## src/rtl/mem_arbiter_rr.sv

```systemverilog
// mem_arbiter_rr
//   N-channel round-robin arbiter in front of the single-port frame/command RAM.
//   One rts/rtr transfer is granted per cycle and registered onto the RAM port
//   at the next edge. Read data returns on a shared broadcast bus with a
//   one-hot channel tag, RD_LAT+1 cycles after issue.
//
// Configuration macro:
//   ARB_FETCH_PRIO_EN  defined   -> ch0 (data fetcher) has strict priority and
//                                   does not advance the RR pointer.
//                      undefined -> ch0 takes part in plain round-robin.
//
// Ports:
//   clk, rst_        clock (rising edge), asynchronous active-low reset
//   en_fetching      0 masks ch0 from arbitration
//   req_rts_in       per-channel ready-to-send
//   req_rtr_out      per-channel ready-to-receive (one-hot grant or 0)
//   req_op           per-channel byte-write enables, 4'b0000 = read
//   req_addr         per-channel address, ch i at [i*ADDR_W +: ADDR_W]
//   req_wrdata       per-channel write data
//   wben             RAM byte write enables
//   mem_addr         RAM address
//   mem_data_out     RAM write data
//   mem_data_in      RAM read data
//   bcast_data       broadcast read data (held until next return)
//   bcast_xfc_out    one-hot read-return strobe
module mem_arbiter_rr #(
    parameter int unsigned NUM_CH = 3,
    parameter int unsigned ADDR_W = 17,
    parameter int unsigned DATA_W = 32,
    parameter int unsigned RD_LAT = 1
) (
    input  logic                     clk,
    input  logic                     rst_,
    input  logic                     en_fetching,
    input  logic [NUM_CH-1:0]        req_rts_in,
    output logic [NUM_CH-1:0]        req_rtr_out,
    input  logic [NUM_CH*4-1:0]      req_op,
    input  logic [NUM_CH*ADDR_W-1:0] req_addr,
    input  logic [NUM_CH*DATA_W-1:0] req_wrdata,
    output logic [3:0]               wben,
    output logic [ADDR_W-1:0]        mem_addr,
    output logic [DATA_W-1:0]        mem_data_out,
    input  logic [DATA_W-1:0]        mem_data_in,
    output logic [DATA_W-1:0]        bcast_data,
    output logic [NUM_CH-1:0]        bcast_xfc_out
);

    localparam int unsigned PTR_W = (NUM_CH > 1) ? $clog2(NUM_CH) : 1;

    logic [PTR_W-1:0]  ptr;
    logic [PTR_W-1:0]  ptr_nxt;
    logic [NUM_CH-1:0] elig;
    logic [NUM_CH-1:0] gnt_vec;
    logic [PTR_W-1:0]  hi_idx;
    logic [PTR_W-1:0]  lo_idx;
    logic [PTR_W-1:0]  gnt_idx;
    logic              hi_found;
    logic              lo_found;
    logic              gnt_found;
    logic              prio_hit;
    logic [3:0]        sel_op;
    logic [ADDR_W-1:0] sel_addr;
    logic [DATA_W-1:0] sel_wdata;
    logic [NUM_CH-1:0] tag_q [0:RD_LAT];

    // Round-robin search split into two passes: the first eligible channel at
    // or above the pointer wins; otherwise the first eligible one below it.
    // This equals a wrapped search starting at ptr without a modulo.
    always_comb begin
        elig     = req_rts_in;
        elig[0]  = req_rts_in[0] & en_fetching;
        hi_found = 1'b0;
        lo_found = 1'b0;
        hi_idx   = '0;
        lo_idx   = '0;
        for (int unsigned i = 0; i < NUM_CH; i++) begin
            if (elig[i]) begin
                if (i >= 32'(ptr)) begin
                    if (!hi_found) begin
                        hi_found = 1'b1;
                        hi_idx   = PTR_W'(i);
                    end
                end else if (!lo_found) begin
                    lo_found = 1'b1;
                    lo_idx   = PTR_W'(i);
                end
            end
        end

        prio_hit = 1'b0;
`ifdef ARB_FETCH_PRIO_EN
        prio_hit = elig[0];
`endif

        gnt_found = prio_hit | hi_found | lo_found;
        if (prio_hit) begin
            gnt_idx = '0;
        end else if (hi_found) begin
            gnt_idx = hi_idx;
        end else begin
            gnt_idx = lo_idx;
        end
        gnt_vec = gnt_found ? (NUM_CH'(1) << gnt_idx) : '0;
    end

    // A priority grant to ch0 leaves the pointer where it was.
    always_comb begin
        ptr_nxt = ptr;
        if (gnt_found && !prio_hit) begin
            ptr_nxt = (gnt_idx == PTR_W'(NUM_CH - 1)) ? '0 : gnt_idx + PTR_W'(1);
        end
    end

    always_comb begin
        sel_op    = '0;
        sel_addr  = '0;
        sel_wdata = '0;
        for (int unsigned i = 0; i < NUM_CH; i++) begin
            if (gnt_idx == PTR_W'(i)) begin
                sel_op    = req_op[i*4 +: 4];
                sel_addr  = req_addr[i*ADDR_W +: ADDR_W];
                sel_wdata = req_wrdata[i*DATA_W +: DATA_W];
            end
        end
    end

    // Grant is withheld while reset is asserted so no requester sees a
    // handshake that the register stage would discard.
    assign req_rtr_out = rst_ ? gnt_vec : '0;

    always_ff @(posedge clk or negedge rst_) begin
        if (!rst_) begin
            ptr          <= '0;
            wben         <= '0;
            mem_addr     <= '0;
            mem_data_out <= '0;
        end else begin
            ptr  <= ptr_nxt;
            wben <= gnt_found ? sel_op : 4'b0000;
            if (gnt_found) begin
                mem_addr <= sel_addr;
                if (sel_op != 4'b0000) begin
                    mem_data_out <= sel_wdata;
                end
            end
        end
    end

    // tag_q[0] is aligned with the issue cycle; tag_q[RD_LAT] with the cycle in
    // which mem_data_in holds that read's data, which is then captured.
    always_ff @(posedge clk or negedge rst_) begin
        if (!rst_) begin
            for (int unsigned k = 0; k <= RD_LAT; k++) begin
                tag_q[k] <= '0;
            end
            bcast_xfc_out <= '0;
            bcast_data    <= '0;
        end else begin
            tag_q[0] <= (gnt_found && sel_op == 4'b0000) ? gnt_vec : '0;
            for (int unsigned k = 1; k <= RD_LAT; k++) begin
                tag_q[k] <= tag_q[k-1];
            end
            bcast_xfc_out <= tag_q[RD_LAT];
            if (|tag_q[RD_LAT]) begin
                bcast_data <= mem_data_in;
            end
        end
    end

endmodule
```

## config.mk

```make
export PLATFORM = sky130hd
export DESIGN_NAME = mem_arbiter_rr
export DESIGN_NICKNAME = d
export VERILOG_FILES = /design/src/rtl/mem_arbiter_rr.sv
export SDC_FILE = /design/constraint.sdc
export NUM_CORES = 1
export LEC_CHECK = 0
export CORE_MARGIN = 5
export CORE_UTILIZATION = 34
export DETAILED_ROUTE_END_ITERATION = 6
export PLACE_DENSITY = 0.81
export SLEW_MARGIN = 20
export SYNTH_ARGS = -nofsm -noshare
export SYNTH_HDL_FRONTEND = slang
export SYNTH_SLANG_ARGS = --single-unit
export TNS_END_PERCENT = 100
```

## constraint.sdc

```tcl
create_clock -name clk -period 3.3 [get_ports clk]
set_input_delay 0.99 -clock clk [delete_from_list [all_inputs] [get_ports clk]]
set_output_delay 0.99 -clock clk [all_outputs]
set_load 0.05 [all_outputs]
```

==> impl_metrics.py <==
metrics = {
    "status": {
        "status": "finished clean",
    },
    "floorplanning": {
        "die_x_um": 127,
        "rows": 42,
        "core_area_mm2": 0.0133,
        "dieArea_mm2": 0.0160,
        "dieHeight_um": 127,
        "io_pins": 288,
        "start_util": 0.348,
    },
    "yosys": {
        "synth_largest_area_cell": "dfrtp_1",
        "synth_top_area_share": 0.519,
        "async_flop_share": 1.00,
        "seq_area_frac_synth": 0.519,
        "ys.flop_type": "dfrtp_1",
        "synth_area_leaders": "dfrtp_1 (52%), mux2_4 (10%), mux2_2 (8.8%), nand2_1 (7.4%), a22oi_1 (4.4%)",
        "synth_area_per_cell_um2": 11.2,
        "synth_edf_count": 0,
        "synth_area_mm2": 0.00463,
        "synth_common_cells": "dfrtp_1 (96), nand2_1 (91), mux2_2 (36)",
        "yosys.cell_types.count": 30,
        "synthCells": 412,
        "synth_nets": 609,
        "yosysWarnings": 0,
        "ys_seq_elements": 96,
        "synth_most_common_cell": "dfrtp_1",
    },
    "global_routing": {
        "track_usage": 0.181,
        "grt_max_degree": 72,
        "antenna_found_initial": 0,
        "grt_remaining_overflow": 0,
        "grt_pass1_wl_um": 23300,
        "first_global_vias": 4580,
    },
    "final_layout": {
        "drive_gt1_frac": 0.170,
        "postLayoutCellArea_mm2": 0.00815,
        "nFillCells": 1062,
        "antennaDiodeCount": 0,
        "multiInputGateArea_mm2": 0.00214,
        "area_growth_pct": 76.1,
        "nets": 899,
        "seqCellArea_mm2": 0.00240,
    },
    "sta": {
        "period_share": 0.969,
        "slew_headroom": 0.430,
        "whs_ns": 0.351,
        "worst_pin_slew_ns": 0.855,
        "finalSetupViolCount": 0,
        "clock_skew_ns": 0.00914,
        "layout_min_cycle_time_ns": 3.20,
        "hold_viol": 0,
        "drv_slew": 0,
        "rsz0062_at_grt": "false",
        "timing.fmax_ghz": 0.313,
    },
    "power": {
        "combPwrFrac": 0.517,
        "clkPwrFrac": 0.187,
        "cellPowerDensity_mw_per_mm2": 704,
        "p_switching_mw": 2.40,
        "internal-power_mw": 3.33,
        "power_frac_seq": 0.296,
        "p_leak_nw": 3.48,
        "vdd_drop_max_mv": 0.336,
        "switching_share": 0.419,
    },
    "critical_path": {
        "critPathRequiredTime_ns": 2.31,
        "worstSetupEndpointType": "primary output",
        "crit_fanout": 5,
        "arrival_ns": 2.21,
        "r2r_slack_ns": 0.59,
        "crit_type": "primary input to primary output",
        "cp-start-kind": "primary input",
    },
    "clock_tree": {
        "cts_sinks": 96,
        "clk_latency_ns": 0.34,
        "cts_tree": "built",
        "hold_buffers": 0,
        "htreeDepth": 3,
        "numCtsBuffers": 9,
        "cts_root_buf": "clkbuf_16",
        "ctsLongestPathBuffers": 2,
        "clkTransAtPathRegs_ns": 0.07,
    },
    "placement": {
        "placed_area_mm2": 0.00778,
        "portBuffers": 287,
        "routabilityCongestion": 0.855,
        "hpwl_um": 12000,
    },
    "detailed_routing": {
        "vias": 4276,
        "routed_wl_um": 14900,
        "drc": 0,
        "postRouteAntennaNets": 0,
        "wire_per_inst_um": 16.8,
        "drtIter0Drc": 240,
        "first_pass_iters": 4,
        "viasPerCell": 4.84,
    },
    "flow_run": {
        "cap_violations": 0,
    },
    "worst_hold_path": {
        "worstHoldPathType": "flop to flop",
    },
}
-- cell usage in the layout (no fill, tap or decap), drive strengths merged --
cell and instances:
and4b 1, a31oi 9, nor2b 2, buf 24
o31ai 1, and3 2, bufinv 1, o21ai 24
or4 1, nor2 13, a22oi 27, a221o 2
inv 2, nand2 92, mux2 68, dfrtp 96
nand3b 1, a21oi 18, clkinvlp 2, and2 8
dlygate4sd2 4, clkdlybuf4s50 279, mux2i 14, o211ai 1
clkbuf 10, o211a 2, clkinv 1, o41ai 1
nor3 1
-- final timing paths --
path	endpoint	startpoint	depth (start not counted)
max	req_rtr_out[0]	en_fetching	7
min	tag_q[2]	tag_q[5]	0
min reg2reg	tag_q[2]	tag_q[5]	0
max in group asynchronous	mem_data_out[31]	rst_	2
min in group asynchronous	mem_addr[15]	rst_	1
max reg2reg	mem_data_out[31]	ptr[1]	7
-- power by group through the flow --
stage	combinational, mW	sequential [mW]	clock [mW]
2_1_floorplan	0.628	2.90	0
4_1_cts	2.99	1.70	1.11
3_3_place_gp	2.94	1.70	0
3_5_place_dp	2.98	1.72	0
5_1_grt	3.09	1.75	1.16
6_report	2.97	1.70	1.07
-- layer usage --
layer | routed length, um | GRT usage | up-vias | part of all wire
li1 | - | - | 2029 | -
met2 | 7330 | 0.311 | 203 | 0.49
met3 | 1300 | 0.0551 | 33 | 0.088
met1 | 5830 | 0.212 | 2011 | 0.39
met5 | 0 | 0 | - | 0
met4 | 401 | 0.0713 | 0 | 0.027
-- state kept, by name (all words and copies together) (netlist names) --
name	flops
mem_data_out	32
mem_addr	17
ptr	2
bcast_xfc_out	3
wben	4
bcast_data	32
tag_q	6
-- logic make-up after synthesis --
group | share of synthesized area
DFF | 0.519
buffers and inverters | 0.0281
and+or+nand+nor | 0.111
muxes | 0.221
AOI/OAI and AO/OA | 0.121
-- metrics by stage --
step,utilization,power (mW),setup TNS (ns),setup WS [ns],instances
after floorplan,-,3.53,-0.0159,-0.0159,412
after global placement,0.585,4.64,-8.52,-0.323,866
after detailed placement,0.585,4.70,-10.55,-0.378,866
after CTS,0.613,5.80,0,0.119,883
after global routing,0.613,6.00,0,0.0292,883
final,0.613,5.74,0,0.102,883
-- what timing repair did --
action / in CTS / in global routing
hold endpoints to repair: 0 / 0
resized for setup: 13 / 0
setup endpoints to repair: 4 / 0
setup buffers: 1 / 0
-- worst max-delay path, cell delays in order --
cell and delay, ns:
dlygate4sd2_1 0.22, nand2_2 0.08, buf_6 0.14, o211ai_1 0.22, and3_4 0.24, and3_4 0.19, buf_12 0.13
-- final cells by class --
type                    count  area share
clock inverters             6     0.00937
flip-flops and latches     96       0.295
well taps                 176      0.0270
repair buffers            307       0.376
multi-input cells         288       0.263
clock buffers              10      0.0293
Power figures use the tool's default switching activity.
